--- config.mk ---
export PLATFORM = sky130hd
export DESIGN_NAME = exception_arbiter
export DESIGN_NICKNAME = d
export VERILOG_FILES = /design/src/rtl/exception_arbiter.sv
export SDC_FILE = /design/constraint.sdc
export NUM_CORES = 1
export LEC_CHECK = 0
export ABC_CLOCK_PERIOD_IN_PS = 3550
export BUFFER_PORTS_ARGS = -buffer_cell sky130_fd_sc_hd__clkbuf_2
export CELL_PAD_IN_SITES_DETAIL_PLACEMENT = 1
export CELL_PAD_IN_SITES_GLOBAL_PLACEMENT = 2
export CORE_MARGIN = 1.5
export CORE_UTILIZATION = 26
export CTS_CLUSTER_DIAMETER = 150
export CTS_CLUSTER_SIZE = 10
export DETAILED_ROUTE_END_ITERATION = 8
export PLACE_DENSITY = 0.85
export SYNTH_ARGS = -nofsm -noshare
export SYNTH_HDL_FRONTEND = slang
export SYNTH_SLANG_ARGS = --single-unit
--- constraint.sdc ---
create_clock -name clk_i -period 3.55 [get_ports clk_i]
set_input_delay 0.5325 -clock clk_i [delete_from_list [all_inputs] [get_ports clk_i]]
set_output_delay 0.5325 -clock clk_i [all_outputs]
set_load 0.01 [all_outputs]
--- src/rtl/exception_arbiter.sv ---
// -----------------------------------------------------------------------------
// exception_arbiter
//   Sits in front of the CP0 register file. It takes the exception flags of the
//   MEM-stage instruction and the interrupt state read back from CP0. It picks
//   one winner by fixed priority. It then issues a single-cycle CP0 exception
//   write, or an EXL clear for ERET, together with a PC redirect. After that it
//   holds the pipeline flush for FLUSH_CYCLES more cycles.
//
// Ports
//   clk_i, rst_ni          clock (rising edge), synchronous active-low reset
//   mem_valid_i            a real instruction occupies MEM
//   mem_pc_i, mem_bd_i     PC / branch-delay flag of the MEM instruction
//   mem_addr_i             load/store effective address
//   exc_req_i[6:0]         AdEL-fetch, RI, Ov, Sys, Bp, AdEL-load, AdES
//   eret_i                 MEM instruction is ERET
//   status_data_i          CP0 Status (IM=[15:8], EXL=[1], IE=[0])
//   cause_data_i           CP0 Cause  (IP=[15:8])
//   epc_data_i             CP0 EPC (ERET target)
//   cp0_exc_we_o           pulse: write EPC/ExcCode/BD (+BadVAddr if badv_we)
//   cp0_badv_we_o          qualifies the BadVAddr write
//   cp0_epc_o, cp0_badvaddr_o, cp0_exc_code_o, cp0_bd_o   CP0 write data
//   cp0_exl_clr_o          pulse: clear Status.EXL
//   flush_o                kill IF..MEM
//   redirect_valid_o       pulse: load redirect_pc_o into the PC
//   redirect_pc_o          new fetch address
//   busy_o                 arbiter is not IDLE; upstream holds
// -----------------------------------------------------------------------------
module exception_arbiter #(
    parameter int               WIDTH        = 32,
    parameter logic [WIDTH-1:0] EXC_VECTOR   = 32'hBFC00380,
    parameter int               FLUSH_CYCLES = 2
) (
    input  logic             clk_i,
    input  logic             rst_ni,
    input  logic             mem_valid_i,
    input  logic [WIDTH-1:0] mem_pc_i,
    input  logic             mem_bd_i,
    input  logic [WIDTH-1:0] mem_addr_i,
    input  logic [6:0]       exc_req_i,
    input  logic             eret_i,
    input  logic [WIDTH-1:0] status_data_i,
    input  logic [WIDTH-1:0] cause_data_i,
    input  logic [WIDTH-1:0] epc_data_i,
    output logic             cp0_exc_we_o,
    output logic             cp0_badv_we_o,
    output logic [WIDTH-1:0] cp0_epc_o,
    output logic [WIDTH-1:0] cp0_badvaddr_o,
    output logic [4:0]       cp0_exc_code_o,
    output logic             cp0_bd_o,
    output logic             cp0_exl_clr_o,
    output logic             flush_o,
    output logic             redirect_valid_o,
    output logic [WIDTH-1:0] redirect_pc_o,
    output logic             busy_o
);

    typedef enum logic [1:0] {IDLE, COMMIT, FLUSH} state_e;

    // Winner of the current MEM instruction, resolved combinationally
    typedef struct packed {
        logic             is_exc;   // 0: ERET won
        logic [4:0]       code;
        logic             badv_we;
        logic [WIDTH-1:0] badv;
    } winner_t;

    state_e           state_q;
    logic [3:0]       flush_cnt_q;
    logic             exc_we_q, badv_we_q, exl_clr_q, flush_q, rvalid_q, busy_q, bd_q;
    logic [WIDTH-1:0] epc_q, badv_q, rpc_q;
    logic [4:0]       code_q;

    logic             int_pend;
    logic             take_d;
    logic [WIDTH-1:0] epc_d;
    winner_t          win_d;

    // Interrupts are masked while EXL=1 or IE=0
    assign int_pend = (|(status_data_i[15:8] & cause_data_i[15:8]))
                      & status_data_i[0] & ~status_data_i[1];
    assign take_d   = mem_valid_i & (int_pend | (|exc_req_i) | eret_i);
    assign epc_d    = mem_bd_i ? mem_pc_i - WIDTH'(4) : mem_pc_i;

    always_comb begin
        win_d = '{is_exc: 1'b1, code: 5'd0, badv_we: 1'b0, badv: mem_addr_i};
        if (int_pend)          win_d.code = 5'd0;
        else if (exc_req_i[0]) begin
            win_d.code    = 5'd4;
            win_d.badv_we = 1'b1;
            win_d.badv    = mem_pc_i;
        end
        else if (exc_req_i[1]) win_d.code = 5'd10;
        else if (exc_req_i[2]) win_d.code = 5'd12;
        else if (exc_req_i[3]) win_d.code = 5'd8;
        else if (exc_req_i[4]) win_d.code = 5'd9;
        else if (exc_req_i[5]) begin
            win_d.code    = 5'd4;
            win_d.badv_we = 1'b1;
        end
        else if (exc_req_i[6]) begin
            win_d.code    = 5'd5;
            win_d.badv_we = 1'b1;
        end
        else                   win_d.is_exc = 1'b0;
    end

    always_ff @(posedge clk_i) begin
        if (!rst_ni) begin
            state_q     <= IDLE;
            flush_cnt_q <= '0;
            exc_we_q    <= 1'b0;
            badv_we_q   <= 1'b0;
            exl_clr_q   <= 1'b0;
            flush_q     <= 1'b0;
            rvalid_q    <= 1'b0;
            busy_q      <= 1'b0;
            bd_q        <= 1'b0;
            epc_q       <= '0;
            badv_q      <= '0;
            rpc_q       <= '0;
            code_q      <= '0;
        end else begin
            case (state_q)
                IDLE: begin
                    if (take_d) begin
                        state_q  <= COMMIT;
                        busy_q   <= 1'b1;
                        flush_q  <= 1'b1;
                        rvalid_q <= 1'b1;
                        if (win_d.is_exc) begin
                            exc_we_q  <= 1'b1;
                            badv_we_q <= win_d.badv_we;
                            code_q    <= win_d.code;
                            badv_q    <= win_d.badv;
                            epc_q     <= epc_d;
                            bd_q      <= mem_bd_i;
                            rpc_q     <= EXC_VECTOR;
                        end else begin
                            exl_clr_q <= 1'b1;
                            rpc_q     <= epc_data_i;
                        end
                    end
                end
                COMMIT: begin
                    // Pulses last exactly the COMMIT cycle; flush stays up
                    state_q     <= FLUSH;
                    exc_we_q    <= 1'b0;
                    badv_we_q   <= 1'b0;
                    exl_clr_q   <= 1'b0;
                    rvalid_q    <= 1'b0;
                    flush_cnt_q <= 4'd1;
                end
                FLUSH: begin
                    if (flush_cnt_q == 4'(FLUSH_CYCLES)) begin
                        state_q     <= IDLE;
                        flush_cnt_q <= '0;
                        flush_q     <= 1'b0;
                        busy_q      <= 1'b0;
                    end else begin
                        flush_cnt_q <= flush_cnt_q + 4'd1;
                    end
                end
                default: state_q <= IDLE;
            endcase
        end
    end

    assign cp0_exc_we_o     = exc_we_q;
    assign cp0_badv_we_o    = badv_we_q;
    assign cp0_epc_o        = epc_q;
    assign cp0_badvaddr_o   = badv_q;
    assign cp0_exc_code_o   = code_q;
    assign cp0_bd_o         = bd_q;
    assign cp0_exl_clr_o    = exl_clr_q;
    assign flush_o          = flush_q;
    assign redirect_valid_o = rvalid_q;
    assign redirect_pc_o    = rpc_q;
    assign busy_o           = busy_q;

endmodule
## Yosys cells after proc, flatten, opt, wreduce, memory -nomap -nowiden

Cells that the tools add are included.
W data, S select, Z words.

| word-level totals | value |
|---|---|
| register bits | 113 |
| input port bits | 172 |
| output and inout port bits | 108 |
| word-level logic and storage cells | 83 |

| cells by class | value |
|---|---|
| $add $sub $neg | 2 |
| equality and inequality tests | 7 |
| multiplexer cells | 42 |
| bitwise gates (word level) | 7 |
| reductions and logical operators | 13 |

Operators with widths:

| kind | number |
|---|---|
| $mux W32 | 3 |
| $mux W33 | 1 |
| $mux W4 | 8 |
| $sub A32 B3 Y32 const B | 1 |
| $mux W1 | 20 |
| $reduce_and A3 Y1 | 4 |
| $pmux W1 S2 | 5 |
| $and A8 B8 Y8 | 1 |
| $ne A2 B2 Y1 const B | 4 |
| $pmux W4 S2 | 1 |
| $reduce_or A8 Y1 | 1 |
| $reduce_or A7 Y1 | 1 |
| $pmux W2 S3 | 1 |
| $reduce_and A2 Y1 | 3 |
| $reduce_bool A2 Y1 | 3 |
| $mux W5 | 1 |
| $add A4 B1 Y4 const B | 1 |
| $eq A4 B2 Y1 const B | 1 |
| $mux W2 | 2 |
| $and A1 B1 Y1 | 3 |
| $eq A2 B1 Y1 const B | 1 |
| $eq A2 B2 Y1 const B | 1 |
| $logic_not A2 Y1 | 1 |
| $or A1 B1 Y1 | 2 |
| $not A1 Y1 | 1 |

## Depth between registers and ports, before layout

Gate-level depths: netlist of run 1.

| logic depth | value |
|---|---|
| depth after elaboration | 11 |
| mapped depth | 9 |
| depth with buffers taken out | 7 |

## Worst setup path after synthesis of run 1

Ideal clock, no wire load.

| timing path | value |
|---|---|
| path type | input to register |
| start | in status_data_i[11] |
| end | reg rpc_q[31] (netlist: redirect_pc_o[31]) |
| setup time | 0.128 ns |
| arrival | 2.164 ns |
| data required time | 3.422 ns |
| slack | 1.259 ns |
| stages on the path | 7 |
| path buffers | 2 |
| cell sequence | a22o_1 o41a_1 or4_1 buf_2 buf_6 o22ai_1 nor2_1 |

| on the way | value |
|---|---|
| cells in the longest elaborated chain, start to end | 8 |
| elaborated cells on any way between the ends | 10 |
| classes of those cells | 2 x mux; 6 x bitwise; 2 x reduce/logical |

RTL lines:

| what | RTL line | text |
|---|---|---|
| start, declared | 41 | `input logic [WIDTH-1:0] status_data_i,` |
| $and A8 B8 Y8 * | 79 | `assign int_pend = (\|(status_data_i[15:8] & cause_data_i[15:8]))` |
| $reduce_or A8 Y1 * | 79 |  |
| $and A1 B1 Y1 * (2 in a row) | 80 | `& status_data_i[0] & ~status_data_i[1];` |
| $or A1 B1 Y1 (2 in a row) | 81 | `assign take_d = mem_valid_i & (int_pend \| (\|exc_req_i) \| eret_i);` |
| $and A1 B1 Y1 | 81 |  |
| $reduce_and A2 Y1 (no source line) | -- |  |
| end signal, assigned | 140 | `rpc_q <= epc_data_i;` |
| end, declared | 70 | `logic [WIDTH-1:0] epc_q, badv_q, rpc_q;` |

Every way passes the cells marked *; elsewhere a longest branch is shown, timed or not.
A chain may end at the register's enable or synchronous reset.

## Final worst setup path of run 1

| timing path | value |
|---|---|
| start | in status_data_i[11] |
| end | reg rpc_q[18] (netlist: redirect_pc_o[18]) |

Same word-level chain as after synthesis.

==> results_dict.tcl, run 1 <==
set metrics [dict create \
    status "complete, no violations" \
    die_h_um 140 \
    slowest_stage "or4_1" \
    path_buf_inv 1 \
    synthFlopType "dfxtp_1" \
    tightest_slew_ns 0.827 \
    total_leakage_power_nw 2.94 \
    dp_slack_ns 0.576 \
    critical_path.startpoint "status_data_i[11]" \
    numCtsBuffers 9 \
    ys_async_sr_fraction 0 \
    crit_path_max_incr_delay_ns 0.80 \
    holdBufCountCts 0 \
    synth_area_leaders "dfxtp_1, mux2i_1, a21oi_1, o21ai_0, a22o_1" \
    period_needed_ns 2.58 \
    yosysTopAreaCellShare 0.460 \
    vdd_drop_max_uv 281 \
    finalPower_mw 3.25 \
    reg2reg_depth 6 \
    slew_viol_final 0 \
    reg2reg_slack_ns 1.22 \
    layout_setup_ws_ns 0.968 \
    yosys_warnings 0 \
    ys_types 44 \
    synth.cells.most_frequent "dfxtp_1, a21oi_1, o21ai_0" \
    ys_ff_latch 112 \
    diodes 0 \
    areaGrowthSynthToFinish_pct 33.9 \
    period_share 0.727 \
    ys_seq_area_frac 0.460 \
    setup_viol 0 \
    num_io_pins 280 \
    viasPerCell 4.84 \
    path_cells "clkbuf_2, a22o_1, o41a_1, or4_1, nor2_4, a22o_1" \
    port_buffers 232 \
    start_kind "input pin" \
    antenna_found_initial 0 \
    syn_avg_cell_area_um2 8.98 \
    place_hpwl_um 11700 \
    reg2reg_to "redirect_pc_o[18]$_SDFFE_PN0P_" \
    antenna_left 0 \
    rsz0062_at_grt "false" \
    syn_nets 721 \
    synth_edf_count 0 \
    syn_area_um2 4880 \
    clock_sinks 112 \
    grt_max_degree 131 \
    critical_path_required_ns 3.85 \
    grtUsageTotal 0.158 \
    drv_cap 0 \
    cp-end-kind "flip-flop" \
    drcViolationCount 0 \
    cp_top_family "simple AND/OR/NAND/NOR gates" \
    cts_tree "yes" \
    arrival_ns 2.88 \
    cts_resized 0 \
    layout-drive-gt1-share 0.356 \
    vias 4782 \
    synthMostInstantiatedCell "dfxtp_1" \
    max_freq_mhz 387 \
    nets 932 \
    gr-total-overflow 0 \
    insertion_delay_ns 0.35 \
    hold_viol_final 0 \
    crit_end "redirect_pc_o[18]$_SDFFE_PN0P_" \
    cp_common_cell "a22o_1" \
    synth_top_area_cell "dfxtp_1" \
    dr.pass1.iters 4 \
    root_buffer "clkbuf_16" \
    cts_max_level 3 \
    die_area_um2 19600 \
    layout.cells.non_filler 988 \
    worst-path-stages 6 \
    fin_util 0.359 \
    critPathKind "input pin to flip-flop" \
    wl_um 15600 \
    tns_ns 0 \
    maxSlewHeadroom 0.444 \
    syn_inst 543 \
    grt_pass1_wl_um 25000 \
    clock_path_buffers 2 \
    cts.reportedPaths.clkPinSlew_ns 0.08 \
    postCtsSetupBuffers 0 \
    gp_congestion 0.768 \
    worstPathMaxFanout 20 \
    worstReg2RegStart "state_q[1]$_SDFFE_PN0P_" \
    pwr_density_cell_nw_per_um2 498 \
    min_path_type "input pin to flip-flop" \
    start_util 0.268 \
    dp.cells 972 \
    grt_pass1_vias 4818 \
    first_iter_violations 152 \
    wl_per_cell_um 15.8 \
    fp.dieW_um 140 \
    rows 49 \
    coreArea_um2 18200 \
    finalClockSkew_ns 0.00708 \
]
-- worst min-delay path by stage --
stage	from	end	slack [ns]	cells past startpoint
final	epc_data_i[13]	redirect_pc_o[13]$_SDFFE_PN0P_	0.39	2
after global routing	epc_data_i[4]	redirect_pc_o[4]$_SDFFE_PN0P_	0.39	2
after floorplan	state_q[0]$_SDFFE_PN0P_	state_q[0]$_SDFFE_PN0P_	0.48	2
after CTS	epc_data_i[19]	redirect_pc_o[19]$_SDFFE_PN0P_	0.37	2
after global placement	cp0_epc_o[3]$_SDFFE_PN0P_	cp0_epc_o[3]$_SDFFE_PN0P_	0.44	2
after detailed placement	cp0_epc_o[3]$_SDFFE_PN0P_	cp0_epc_o[3]$_SDFFE_PN0P_	0.45	2
-- power by group --
group	leakage [nW]	internal, mW	switching [mW]
registers	0.923	1.41	0.0786
logic	1.88	0.311	0.472
clock network	0.132	0.484	0.500
-- routing by layer --
metal	track usage	vias up	wire length [um]
li1	-	2391	-
met1	0.193	2233	6840
met2	0.270	145	7370
met3	0.0492	13	1170
met4	0.0421	0	191
met5	0	-	0
-- sequential cells by signal, summed over array words and instances (netlist names) --
| register | flops |
|---|---|
| cp0_exl_clr_o | 1 |
| cp0_badvaddr_o | 32 |
| cp0_bd_o | 1 |
| cp0_exc_code_o | 4 |
| state_q | 2 |
| redirect_pc_o | 32 |
| cp0_epc_o | 32 |
| redirect_valid_o | 1 |
| flush_cnt_q | 4 |
| busy_o | 1 |
| cp0_badv_we_o | 1 |
| cp0_exc_we_o | 1 |
-- logic make-up after synthesis --
| kind of cell | after synthesis | share of synthesized area |
|---|---|---|
| muxes | 33 | 0.0677 |
| AOI/OAI and AO/OA | 185 | 0.227 |
| other | 1 | 0.000769 |
| buffers and inverters | 51 | 0.0459 |
| and+or+nand+nor | 128 | 0.135 |
| adders and majority gates | 6 | 0.0154 |
| DFF | 112 | 0.460 |
| xor gates and xnor gates | 27 | 0.0485 |
-- metrics by stage --
| stage | hold slack [ns] | cell area, um^2 |
|---|---|---|
| 2_1_floorplan | 0.476 | 4880 |
| 3_3_place_gp | 0.443 | 6250 |
| 3_5_place_dp | 0.450 | 6250 |
| 4_1_cts | 0.373 | 6530 |
| 5_1_grt | 0.387 | 6530 |
| 6_report | 0.389 | 6530 |
-- cell type report --
type,instances,area [um^2]
sequential,112,2240
tap,229,287
timing repair buffer,242,1250
multi-input combinational,380,2440
clock inverter,7,55.1
inverter,9,33.8
clock buffer,9,225
fill,2212,11700
-- cell usage in the layout (no fill, tap or decap), drive strengths merged, types with 2 or more instances in the layout --
cell | synthesis | routed
clkbuf | 30 | 241
dfxtp | 112 | 112
a21oi | 65 | 65
o21ai | 60 | 60
nor2 | 43 | 43
mux2i | 33 | 33
nand2 | 29 | 29
a22o | 24 | 24
xnor2 | 20 | 20
o22ai | 13 | 13
nor4 | 13 | 13
inv | 9 | 11
nor3 | 10 | 10
buf | 12 | 10
a211oi | 9 | 9
nand3 | 8 | 8
xor2 | 7 | 7
ha | 6 | 6
or4 | 5 | 5
or3 | 4 | 4
nand4 | 4 | 4
a31oi | 3 | 3
clkinv | 0 | 3
nor2b | 2 | 2
nor3b | 2 | 2
nand2b | 2 | 2
or2 | 2 | 2
nor4b | 2 | 2
a311oi | 2 | 2
o211ai | 2 | 2
clkinvlp | 0 | 2
a41oi | 2 | 2
Power figures use the tool's default switching activity.
==> run 2, diff against run 1 <==
- ABC_CLOCK_PERIOD_IN_PS: 3550 -> 2300
- CORE_UTILIZATION: 26 -> 21
- PLACE_DENSITY: 0.85 -> 0.74
- clock period: 3.55 -> 2.3 ns (I/O delays scaled with it)
==> results_dict.tcl, run 2 (synthesis gave the netlist of run 1 again) <==
set metrics [dict create \
    cp_top_family "compound AO/OA/AOI/OAI gates" \
    final_area_um2 6830 \
    period_needed_ns 1.91 \
    cts_resized 0 \
    tns_ns 0 \
    path_buf_inv 3 \
    critPathKind "input pin to flip-flop" \
    critical_path_required_ns 2.60 \
    vdd_drop_max_uv 315 \
    mostFrequentLayoutCells "clkbuf_2, dfxtp_1, a21oi_1" \
    worstReg2RegStart "state_q[1]$_SDFFE_PN0P_" \
    postCtsSetupBuffers 0 \
    hold_viol_final 0 \
    drcViolationCount 0 \
    wl_per_cell_um 16.2 \
    layout-drive-gt1-share 0.373 \
    first_iter_violations 173 \
    tightest_slew_ns 0.588 \
    antenna_left 0 \
    fp.dieW_um 155 \
    setup_viol 0 \
    vias 4872 \
    grt_max_degree 60 \
    diodes 0 \
    port_buffers 232 \
    num_io_pins 280 \
    slowest_stage "or4_1" \
    maxSlewHeadroom 0.608 \
    max_freq_mhz 523 \
    nets 953 \
    pwr_density_cell_nw_per_um2 757 \
    rsz0062_at_grt "false" \
    root_buffer "clkbuf_16" \
    finalClockSkew_ns 0.00777 \
    start_util 0.215 \
    fin_util 0.301 \
    finalPower_mw 5.17 \
    place_hpwl_um 13000 \
    min_path_type "input pin to flip-flop" \
    layout_setup_ws_ns 0.387 \
    coreArea_um2 22700 \
    start_kind "input pin" \
    period_share 0.832 \
    min_from "epc_data_i[18]" \
    rows 55 \
    cts_tree "yes" \
    dp_slack_ns 0.0103 \
    dr.pass1.iters 4 \
    antenna_found_initial 0 \
    slew_viol_final 0 \
    min_path_cells 2 \
    die_h_um 155 \
    holdBufCountCts 0 \
    numCtsBuffers 9 \
    path_cells "clkbuf_2, a22o_1, o41a_1, or4_1, buf_4, nor2_4, buf_12, a22o_1" \
    viasPerCell 4.57 \
    crit_path_max_incr_delay_ns 0.48 \
    cts.reportedPaths.clkPinSlew_ns 0.08 \
    clock_sinks 112 \
    grt_pass1_vias 5003 \
    layout_commonest_cell "clkbuf_2" \
    critical_path.startpoint "status_data_i[11]" \
    grt_pass1_wl_um 27000 \
    wl_um 17200 \
    arrival_ns 2.21 \
    worstPathMaxFanout 20 \
    gp_congestion 0.742 \
    placed_area_um2 6550 \
    areaGrowthSynthToFinish_pct 40.1 \
    gr-total-overflow 0 \
    cp_common_cell "a22o_1" \
    insertion_delay_ns 0.36 \
    cp-end-kind "flip-flop" \
    clock_path_buffers 2 \
    total_leakage_power_nw 3.07 \
    die_area_um2 24100 \
    status "complete, no violations" \
    drv_cap 0 \
    grtUsageTotal 0.143 \
    reg2reg_depth 8 \
    worst-path-stages 8 \
    cts_max_level 3 \
]
==> run 2: worst register-to-register path, stage by stage (launching register included) <==
cell	delay (ns)
dfxtp_1	0.33
inv_1	0.10
ha_1	0.21
nand2_1	0.13
a41oi_4	0.24
buf_12	0.22
buf_12	0.21
nor2_1	0.06
a311oi_1	0.25
==> run 2: final cells by class <==
cell class	instances	area, um^2
fillers	2765	15900
inverters	9	33.8
clock inverters	7	55.1
clock buffers	9	225
repair buffers	263	1480
well taps	285	357
multi-input cells	380	2440
flip-flops and latches	112	2240
==> run 2: power by group <==
group	internal (mW)	total [mW]	switching [mW]
clock network	0.750	1.56	0.807
logic	0.557	1.32	0.762
registers	2.17	2.29	0.121
total	3.48	5.17	1.69
==> run 2: stage by stage <==
| stage | hold WS, ns | std cells |
|---|---|---|
| after CTS | 0.177 | 1065 |
| after floorplan | 0.471 | 543 |
| after detailed placement | 0.452 | 1049 |
| after global placement | 0.442 | 1049 |
| final | 0.195 | 1065 |
| after global routing | 0.173 | 1065 |
==> run 2: final timing paths <==
check / end / slack, ns
max: redirect_pc_o[4]$_SDFFE_PN0P_ / 0.39
min: redirect_pc_o[18]$_SDFFE_PN0P_ / 0.20
max reg2reg: cp0_epc_o[6]$_SDFFE_PN0P_ / 0.44
min reg2reg: cp0_exc_code_o[2]$_SDFFE_PN0P_ / 0.46
==> run 2: layer usage <==
| metal | track usage | share of wire |
|---|---|---|
| met2 | 0.245 | 0.47 |
| met4 | 0.0349 | 0.013 |
| met3 | 0.0526 | 0.082 |
| met1 | 0.168 | 0.43 |
| met5 | 0 | 0 |
